===== config.mk =====
export PLATFORM = sky130hd
export DESIGN_NAME = ram_slot_sched
export DESIGN_NICKNAME = d
export VERILOG_FILES = /design/src/rtl/ram_slot_sched.sv
export SDC_FILE = /design/constraint.sdc
export NUM_CORES = 1
export LEC_CHECK = 0
export CAP_MARGIN = 20
export CORE_MARGIN = 5
export CORE_UTILIZATION = 40
export DETAILED_ROUTE_END_ITERATION = 16
export PLACE_DENSITY_LB_ADDON = 0.05
export SLEW_MARGIN = 40
export SYNTH_ARGS = -nofsm -noshare
export SYNTH_HDL_FRONTEND = slang
export SYNTH_SLANG_ARGS = --single-unit

===== constraint.sdc =====
create_clock -name clk -period 2.4 [get_ports clk]
set_input_delay 0.48 -clock clk [delete_from_list [all_inputs] [get_ports clk]]
set_output_delay 0.48 -clock clk [all_outputs]
set_load 0.02 [all_outputs]

===== src/rtl/ram_slot_sched.sv =====
// Fixed-slot time-division scheduler for the shared system RAM.
// CPU, VDG and loader each own a phase of a 16-phase frame; E/Q come from the same frame.
module ram_slot_sched #(
  parameter int ADDR_W = 16,
  parameter int DATA_W = 8
) (
  input  logic              clk,
  input  logic              reset,
  input  logic              clk_ena,
  input  logic [ADDR_W-1:0] cpu_addr,
  input  logic [DATA_W-1:0] cpu_dout,
  input  logic              cpu_rw,
  input  logic              cpu_ram_cs,
  output logic [DATA_W-1:0] cpu_din,
  output logic              e,
  output logic              q,
  output logic [3:0]        phase,
  input  logic              vdg_req,
  input  logic [ADDR_W-1:0] vdg_addr,
  output logic [DATA_W-1:0] vdg_data,
  output logic              vdg_valid,
  input  logic              ld_wr,
  input  logic [ADDR_W-1:0] ld_addr,
  input  logic [DATA_W-1:0] ld_data,
  output logic              ld_busy,
  output logic              ld_overflow,
  output logic [ADDR_W-1:0] ram_addr,
  output logic [DATA_W-1:0] ram_wdata,
  output logic              ram_en,
  output logic              ram_we,
  input  logic [DATA_W-1:0] ram_rdata
);

  localparam logic [3:0] PH_VIDEO  = 4'd1;
  localparam logic [3:0] PH_SPARE  = 4'd5;
  localparam logic [3:0] PH_CPU_RD = 4'd9;
  localparam logic [3:0] PH_CPU_WR = 4'd13;

  typedef enum logic [2:0] {
    ACC_NONE,
    ACC_VID_RD,
    ACC_CPU_RD,
    ACC_CPU_WR,
    ACC_LD_WR
  } acc_t;

  acc_t              acc_sel;   // access chosen for this clk
  acc_t              acc_cur;   // access currently driven on the RAM port
  acc_t              acc_cap;   // read whose data is on ram_rdata now
  logic [3:0]        phase_next;
  logic [ADDR_W-1:0] ld_addr_q;
  logic [DATA_W-1:0] ld_data_q;

  assign phase_next = phase + 4'd1;

  // NOTE: default assignment first keeps this always_comb from inferring a latch.
  always_comb begin
    acc_sel = ACC_NONE;
    if (clk_ena) begin
      case (phase)
        PH_VIDEO: begin
          if (vdg_req)      acc_sel = ACC_VID_RD;
          else if (ld_busy) acc_sel = ACC_LD_WR;
        end
        PH_SPARE: begin
          if (ld_busy) acc_sel = ACC_LD_WR;
        end
        PH_CPU_RD: begin
          if (cpu_ram_cs && cpu_rw) acc_sel = ACC_CPU_RD;
        end
        PH_CPU_WR: begin
          if (cpu_ram_cs && !cpu_rw) acc_sel = ACC_CPU_WR;
        end
        default: acc_sel = ACC_NONE;
      endcase
    end
  end

  // NOTE: sequential state uses non-blocking (<=) so every register sees pre-edge values.
  always_ff @(posedge clk or posedge reset) begin
    if (reset) begin
      phase <= 4'd0;
      e     <= 1'b0;
      q     <= 1'b0;
    end else if (clk_ena) begin
      phase <= phase_next;
      q     <= (phase_next >= 4'd4) && (phase_next <= 4'd11);
      e     <= phase_next[3];
    end
  end

  // RAM port: one-clk strobes; address/data hold between accesses, reads leave wdata alone.
  always_ff @(posedge clk or posedge reset) begin
    if (reset) begin
      ram_en    <= 1'b0;
      ram_we    <= 1'b0;
      ram_addr  <= '0;
      ram_wdata <= '0;
      acc_cur   <= ACC_NONE;
    end else begin
      ram_en  <= (acc_sel != ACC_NONE);
      ram_we  <= (acc_sel == ACC_CPU_WR) || (acc_sel == ACC_LD_WR);
      acc_cur <= acc_sel;
      case (acc_sel)
        ACC_VID_RD: ram_addr <= vdg_addr;
        ACC_CPU_RD: ram_addr <= cpu_addr;
        ACC_CPU_WR: begin
          ram_addr  <= cpu_addr;
          ram_wdata <= cpu_dout;
        end
        ACC_LD_WR: begin
          ram_addr  <= ld_addr_q;
          ram_wdata <= ld_data_q;
        end
        default: ;
      endcase
    end
  end

  // Read data is valid the clk after ram_en and is registered at the end of that clk.
  always_ff @(posedge clk or posedge reset) begin
    if (reset) begin
      acc_cap   <= ACC_NONE;
      cpu_din   <= '0;
      vdg_data  <= '0;
      vdg_valid <= 1'b0;
    end else begin
      acc_cap   <= acc_cur;
      vdg_valid <= (acc_cap == ACC_VID_RD);
      if (acc_cap == ACC_VID_RD) vdg_data <= ram_rdata;
      if (acc_cap == ACC_CPU_RD) cpu_din  <= ram_rdata;
    end
  end

  // The entry has already been copied to the RAM port during its service clk,
  // so a new write arriving on that clk can safely take the slot.
  always_ff @(posedge clk or posedge reset) begin
    if (reset) begin
      ld_busy     <= 1'b0;
      ld_overflow <= 1'b0;
      ld_addr_q   <= '0;
      ld_data_q   <= '0;
    end else if (ld_wr) begin
      if (!ld_busy || (acc_cur == ACC_LD_WR)) begin
        ld_addr_q <= ld_addr;
        ld_data_q <= ld_data;
        ld_busy   <= 1'b1;
      end else begin
        ld_overflow <= 1'b1;
      end
    end else if (acc_cur == ACC_LD_WR) begin
      ld_busy <= 1'b0;
    end
  end

  // Strobe sanity: writes only with an access, and never two access clks in a row.
  assert property (@(posedge clk) disable iff (reset) ram_we |-> ram_en);
  assert property (@(posedge clk) disable iff (reset) ram_en |=> !ram_en);

endmodule


==> summary.txt, run 1 <==
Run
  – Max-Cap Viols: 0

Synthesis
  – Most used standard cell by instance count after synthesis: sky130_fd_sc_hd__dfrtp_1
  – Ys Warns: 0
  – Most area-consuming cells after synthesis: sky130_fd_sc_hd__dfrtp_1 (58%), sky130_fd_sc_hd__mux2_2 (13%), sky130_fd_sc_hd__a22oi_1 (3.5%)
  – Library cell with the largest summed area after synthesis: sky130_fd_sc_hd__dfrtp_1
  – Ranking of synthesized cells by instance count: sky130_fd_sc_hd__dfrtp_1 (80), sky130_fd_sc_hd__mux2_2 (41), sky130_fd_sc_hd__a22oi_1 (16)
  – Combined area of all synthesized cells: 3420 um2
  – Complex-gate fraction of the synthesized area: 13.2%
  – Flip-flop and latch count after synthesis: 80
  – Top-area cell type share of the netlist area: 58.5%
  – XOR/XNOR Fraction of Synth Area: 1.28%
  – Sequential element share of the synthesized area: 58.5%
  – EDFF count, synth: 0
  – Main synth FF type: sky130_fd_sc_hd__dfrtp_1
  – Synth Area in Adders: 1.10%
  – Number of nets in the synthesized netlist: 349
  – Proportion of synthesized area in mux cells: 15.2%
  – Main combinational cell family by area after synthesis: multiplexers
  – Synth Area in Simple Gates: 7.24%
  – Number of standard cells after synthesis: 267
  – Synth async-reset ratio: 100%
  – Count of unique library cells instantiated by Yosys: 37
  – Mean instance size in the synthesized netlist: 12.8 um2

Clocking
  – Clock latency at the later pin of the worst-skew pair: 0.34 ns
  – Postcts setup bufs: 0
  – CTS-repair resized insts: 0
  – Count of hold buffers inserted by post-cts repair: 0
  – Num Clock Sinks: 80
  – Number of buffers created by CTS: 9
  – Clk slew on worst S/H paths: 0.08 ns
  – Maximum level of the CTS H-tree: 3
  – Number of buffers on the longest clock path: 2
  – Cell at the root of the clock tree: sky130_fd_sc_hd__clkbuf_8
  – Clock tree from TritonCTS: built

Cells and area
  – Number of non-filler instances in the completed layout: 513
  – Fraction of final layout cells sized beyond drive strength 1: 22.5%
  – Final Instance Area: 5080 um2
  – Diodes inserted: 0
  – P&R area growth vs syn: 48.3%
  – Number of nets in the layout: 485

Placed design
  – Post-detail-place hpwl: 5.86 mm
  – GP Congestion: 0.768
  – Placement Cell Area: 4860 um2
  – I/O Buffers: 129
  – Count of placed standard cells including taps: 497

GRT
  – Initial antenna violation count: 0
  – Aggregate global routing overflow: 0
  – Wire length of the first global-routing pass: 12.8 mm
  – Maximum number of pins on one net before global-route repair: 81
  – Via count of the first global-routing pass: 2646
  – Total Routing Usage GR: 15.5%

Worst setup path
  – Sort of element at the start of the critical path: flip-flop
  – Sort of element at the end of the critical path: flip-flop
  – Crit path max fanout: 8
  – Kind of critical path: flip-flop to flip-flop
  – Worst Path Required: 2.63 ns
  – CP Data Arrival Time: 2.25 ns

Detailed routing
  – Avg WL per Cell: 15.6 um
  – Via density per instance: 4.88
  – Final WL: 8.01 mm
  – Number of design rule violations left after detail routing: 0
  – 1st-iter DRT viols: 54
  – Antenna viol nets, final: 0
  – Vias after detailed routing: 2506
  – Drt pass-1 iters: 4

STA
  – Final setup violation count: 0
  – Hold violation total from the final report: 0
  – Setup clock skew after layout: 0.00886 ns
  – Fin. max-slew vios: 0
  – Unrepaired setup endpoints after global routing: no
  – Worst max-slew margin expressed relative to the limit: 55.6%
  – Tcrit/Tclk final: 84.1%
  – Final worst hold slack: 0.380 ns
  – Setup_tns: 0 ns
  – Maximum frequency from static timing analysis: 495 MHz
  – Worst slew pin tran: 0.663 ns
  – Final Critical Period: 2.02 ns

Floorplanning
  – Width of the die: 103 um
  – Initial cell density of the core: 41.5%
  – Core region area: 8260 um2
  – Height of the die: 103 um
  – Rows: 33
  – I/O pin count: 130
  – Die footprint: 10500 um2

Worst hold path
  – Type of the worst min-delay path: flip-flop to flip-flop

Power and ir drop
  – Leakage: 2.21 nW
  – Total chip power: 5.61 mW
  – Power density over the cells: 1110 nW/um2
  – Max rail drop VDD: 0.525 mV

Outcome
  – Outcome: complete, no violations
## final timing paths
kind,start,end,slack (ns),cells past startpoint
worst max-delay path,phase[1],ram_addr[2],0.38,7
worst max register to register,phase[1],ram_addr[2],0.38,7
worst min-delay path,acc_cur[2],acc_cap[2],0.38,0
min in group asynchronous,reset,vdg_data[0],0.62,3
max in group asynchronous,reset,ram_addr[4],1.48,3
worst min register to register,acc_cur[2],acc_cap[2],0.38,0
## cell type report
cell class | instances | area [um2]
multi-input cells | 167 | 1310
well taps | 105 | 131
repair buffers | 140 | 1400
clock inverters | 5 | 81.3
clock buffers | 11 | 131
flip-flops and latches | 80 | 2000
fillers | 701 | 3180
inverters | 5 | 22.5
## critical path: stages, from the launching register on
cell	delay [ns]
sky130_fd_sc_hd__dfrtp_1	0.44
sky130_fd_sc_hd__inv_1	0.10
sky130_fd_sc_hd__ha_1	0.23
sky130_fd_sc_hd__nor4bb_1	0.46
sky130_fd_sc_hd__o21ai_2	0.22
sky130_fd_sc_hd__buf_4	0.22
sky130_fd_sc_hd__o21ai_1	0.16
sky130_fd_sc_hd__a21oi_2	0.07
## stage by stage
stage,worst slack (ns),utilization [%]
floorplan,0.542,-
global placement,0.301,58.9
detailed placement,0.230,58.9
CTS,0.387,61.5
global route,0.237,61.5
finish,0.382,61.5
## placed cells by master, fill, tap and decap left out, types with 4 or more instances in the layout
cell type                         instances
sky130_fd_sc_hd__nand2_1                 15
sky130_fd_sc_hd__nor2_2                   7
sky130_fd_sc_hd__nand2b_1                 4
sky130_fd_sc_hd__o21ai_0                  7
sky130_fd_sc_hd__buf_4                    9
sky130_fd_sc_hd__a21oi_2                  9
sky130_fd_sc_hd__clkdlybuf4s50_1        129
sky130_fd_sc_hd__mux2i_1                  6
sky130_fd_sc_hd__mux2_2                  41
sky130_fd_sc_hd__o21ai_1                 13
sky130_fd_sc_hd__a22oi_1                 16
sky130_fd_sc_hd__a21oi_1                 10
sky130_fd_sc_hd__clkbuf_8                 9
sky130_fd_sc_hd__nor2_1                  12
sky130_fd_sc_hd__dfrtp_1                 80
## registers in the layout, indices dropped and copies added (netlist names)
| register | cells |
|---|---|
| phase | 3 |
| acc_cur | 3 |
| acc_cap | 3 |
| ram_we | 1 |
| cpu_din | 8 |
| vdg_data | 8 |
| ram_addr | 16 |
| ld_data_q | 8 |
| ld_overflow | 1 |
| e | 1 |
| ram_wdata | 8 |
| ld_addr_q | 16 |
| q | 1 |
| ld_busy | 1 |
| vdg_valid | 1 |
| ram_en | 1 |
## metal layers
metal  vias up  part of all wire, %  wire [um]  GRT usage, %
met5         -                    0          0             0
met2        88                   47       3740          25.0
met4         0                  1.1         89          5.15
met3        10                  9.2        733          4.74
met1      1193                   43       3450          20.1
li1       1215                    -          -             -
## logic make-up after synthesis
family,count (synthesis)
and+or+nand+nor,47
muxes,47
xor gates and xnor gates,5
buffers and inverters,20
adders and majority gates,3
AOI/OAI and AO/OA,65
DFF,80
## power breakdown
group          switching (mW)  internal, mW  total (mW)
Combinational            1.08          1.26        2.34
Sequential              0.337          1.87        2.21
Clock                   0.473         0.587        1.06
(Power assumes the default switching activity.)
==> inputs of run 2 (changes only) <==
- CORE_UTILIZATION: 40 -> 44
- clock period: 2.4 -> 2.01 ns (I/O delays scaled with it)
==> run 2 against run 1 <==
Cell count rose by 0.97%; clock skew rose by 0.0039 ns; final area grew 1.5%; routed wire length up 2.8%; critical endpoint is now phase[2]; largest cell class unchanged; largest power group unchanged.
==> summary.txt, run 2 (synthesized netlist as in run 1, its figures left out) <==
Worst setup path
  – Cells traversed along the worst timing path: clkdlybuf4s50_1
  – Sort of element at the end of the critical path: output pin
  – Slowest stage cell, crit path: sky130_fd_sc_hd__clkdlybuf4s50_1
  – Startpoint of the worst register-to-register path: phase[0]
  – Delay of the slowest critical-path stage: 0.67 ns (+0.21 ns)
  – Reg-to-reg slack, setup: 0.13 ns (-0.25 ns)
  – Logic depth of the worst setup path including buffers: 1 (-6)
  – Crit-path leading delay family: buffers and inverters
  – Worst Path Required: 1.61 ns (-1.02 ns)
  – Kind of critical path: flip-flop to output pin
  – Worst path bufs/invs: 1 (-1)
  – Endpoint of the lowest-slack register-to-register path: ram_addr[13]
  – Register-to-Register Path Depth: 7 (unchanged)
  – Sort of element at the start of the critical path: flip-flop
  – CP Data Arrival Time: 1.52 ns (-0.73 ns)
  – Crit path max fanout: 9 (+1)

Detailed routing
  – Final WL: 8.23 mm (+2.8%)
  – Number of design rule violations left after detail routing: 0 (unchanged)
  – Avg WL per Cell: 15.9 um (+1.8%)
  – Via density per instance: 4.92 (+0.73%)
  – 1st-iter DRT viols: 98 (+81%)
  – Drt pass-1 iters: 4 (unchanged)
  – Antenna viol nets, final: 0 (unchanged)
  – Vias after detailed routing: 2549 (+1.7%)

STA
  – Fin. max-slew vios: 0 (unchanged)
  – Maximum frequency from static timing analysis: 520 MHz
  – Setup clock skew after layout: 0.0128 ns (+0.00394 ns)
  – Final Critical Period: 1.92 ns
  – Setup_tns: 0 ns (unchanged)
  – Setup slack of the critical path after layout: 0.0887 ns (-0.293 ns)
  – Hold violation total from the final report: 0 (unchanged)
  – Tcrit/Tclk final: 95.6%
  – Worst max-slew margin expressed relative to the limit: 71.5% (+16 points)
  – Worst slew pin tran: 0.427 ns (-0.236 ns)
  – Final setup violation count: 0 (unchanged)
  – Unrepaired setup endpoints after global routing: no

Outcome
  – Outcome: complete, no violations

Placed design
  – Post-detail-place hpwl: 6.05 mm (+3.3%)
  – Pre-CTS setup slack: -0.0419 ns (-0.271 ns)
  – Placement Cell Area: 4950 um2 (+1.7%)
  – GP Congestion: 0.758 (-1.4%)
  – I/O Buffers: 129 (unchanged)
  – Count of placed standard cells including taps: 502 (+1.0%)

Floorplanning
  – Height of the die: 98.2 um (-4.2%)
  – Die footprint: 9640 um2 (-8.2%)
  – I/O pin count: 130 (unchanged)
  – Initial cell density of the core: 44.8% (+3.3 points)
  – Rows: 32 (-3.0%)
  – Core region area: 7650 um2 (-7.4%)
  – Width of the die: 98.2 um (-4.2%)

Power and ir drop
  – Total chip power: 6.75 mW (+20%)
  – Power density over the cells: 1310 nW/um2 (+19%)
  – Max rail drop VDD: 0.881 mV (+68%)
  – Leakage: 2.26 nW (+2.0%)

Clocking
  – Clock tree from TritonCTS: built
  – Number of buffers created by CTS: 9 (unchanged)
  – Maximum level of the CTS H-tree: 3 (unchanged)
  – Postcts setup bufs: 0 (unchanged)
  – Num Clock Sinks: 80 (unchanged)
  – Clock latency at the later pin of the worst-skew pair: 0.35 ns (about the same)
  – Cell at the root of the clock tree: sky130_fd_sc_hd__clkbuf_8
  – Count of hold buffers inserted by post-cts repair: 0 (unchanged)
  – Number of buffers on the longest clock path: 2 (unchanged)
  – CTS-repair resized insts: 0 (unchanged)
  – Clk slew on worst S/H paths: 0.08 ns (about the same)

GRT
  – Aggregate global routing overflow: 0 (unchanged)
  – Total Routing Usage GR: 17.7% (+2.2 points)
  – Wire length of the first global-routing pass: 13.6 mm (+6.5%)
  – Initial antenna violation count: 0 (unchanged)
  – Maximum number of pins on one net before global-route repair: 81 (unchanged)
  – Via count of the first global-routing pass: 2718 (+2.7%)

Worst hold path
  – Count of cells along the worst hold path: 0 (unchanged)
  – Terminating pin of the worst hold path: acc_cap[1]
  – Min-Delay Startpoint: acc_cur[1]
  – Type of the worst min-delay path: flip-flop to flip-flop

Cells and area
  – P&R area growth vs syn: 50.5%
  – Fraction of final layout cells sized beyond drive strength 1: 24.5% (+2.0 points)
  – Most frequent standard cell in the layout excluding fill and tap cells: sky130_fd_sc_hd__clkdlybuf4s50_1
  – Top Registers: ld_addr_q (16), ram_addr (16)
  – Number of non-filler instances in the completed layout: 518 (+0.97%)
  – Number of nets in the layout: 493 (+1.6%)
  – Final Instance Area: 5150 um2 (+1.5%)
  – Diodes inserted: 0 (unchanged)
  – Commonest non-fill, non-tap cells in the layout: sky130_fd_sc_hd__clkdlybuf4s50_1 (129), sky130_fd_sc_hd__dfrtp_1 (80), sky130_fd_sc_hd__mux2_2 (41)
  – Fillers: 610 (-13%)

Run
  – Max-Cap Viols: 0 (unchanged)
==> run 2: changes by cell type in the layout (fill, tap and decap cells not counted) <==
cell / before / now
sky130_fd_sc_hd__clkbuf_8: 9 / 10
sky130_fd_sc_hd__inv_6: 0 / 1
sky130_fd_sc_hd__clkinvlp_4: 2 / 3
sky130_fd_sc_hd__buf_12: 2 / 4
sky130_fd_sc_hd__clkbuf_1: 2 / 0
sky130_fd_sc_hd__buf_4: 9 / 15
sky130_fd_sc_hd__bufinv_16: 2 / 1
==> run 2: worst max path at each step <==
| stage | startpoint | endpoint | slack (ns) |
|---|---|---|---|
| 2_1_floorplan | phase[0] | ram_addr[4] | 0.15 |
| 3_3_place_gp | cpu_rw | ram_addr[4] | 0.04 |
| 3_5_place_dp | cpu_rw | ram_addr[13] | -0.04 |
| 4_1_cts | phase[2] | phase[2] | 0.07 |
| 5_1_grt | phase[1] | ram_addr[13] | 0.01 |
| 6_report | phase[2] | phase[2] | 0.09 |
==> run 2: layer usage <==
metal	routed length (um)	global-route usage, %
met5	0	0
met4	78	4.73
met3	540	6.14
met2	4010	28.2
met1	3600	23.3
==> run 2: worst register-to-register path, delay by kind of cell, from the launching register on <==
family | cells | cell delay [ns]
adders and majority gates | 1 | 0.24
DFF | 1 | 0.42
and+or+nand+nor | 1 | 0.16
AOI/OAI and AO/OA | 4 | 0.81
buffers and inverters | 1 | 0.18
==> run 2: area by class of cell <==
type                       instances  area [um2]  share of cell area (%)
sequential                        80        2000                    38.9
timing repair buffer             148        1480                    28.8
multi-input combinational        167        1310                    25.4
clock buffer                      10         138                    2.67
tap                              102         128                    2.48
clock inverter                     6        67.6                    1.31
inverter                           5        22.5                   0.437
==> run 2: power breakdown <==
group          switching, mW  internal, mW  total, mW
clock network          0.595         0.612       1.21
registers              0.392          2.24       2.63
logic                   1.34          1.57       2.91
total                   2.33          4.42       6.75
==> run 2: per-stage QoR <==
stage               hold slack (ns)  utilization [%]
global route                  0.385             67.4
detailed placement            0.361             64.7
finish                        0.377             67.4
CTS                           0.376             67.4
floorplan                     0.354                -
global placement              0.357             64.7
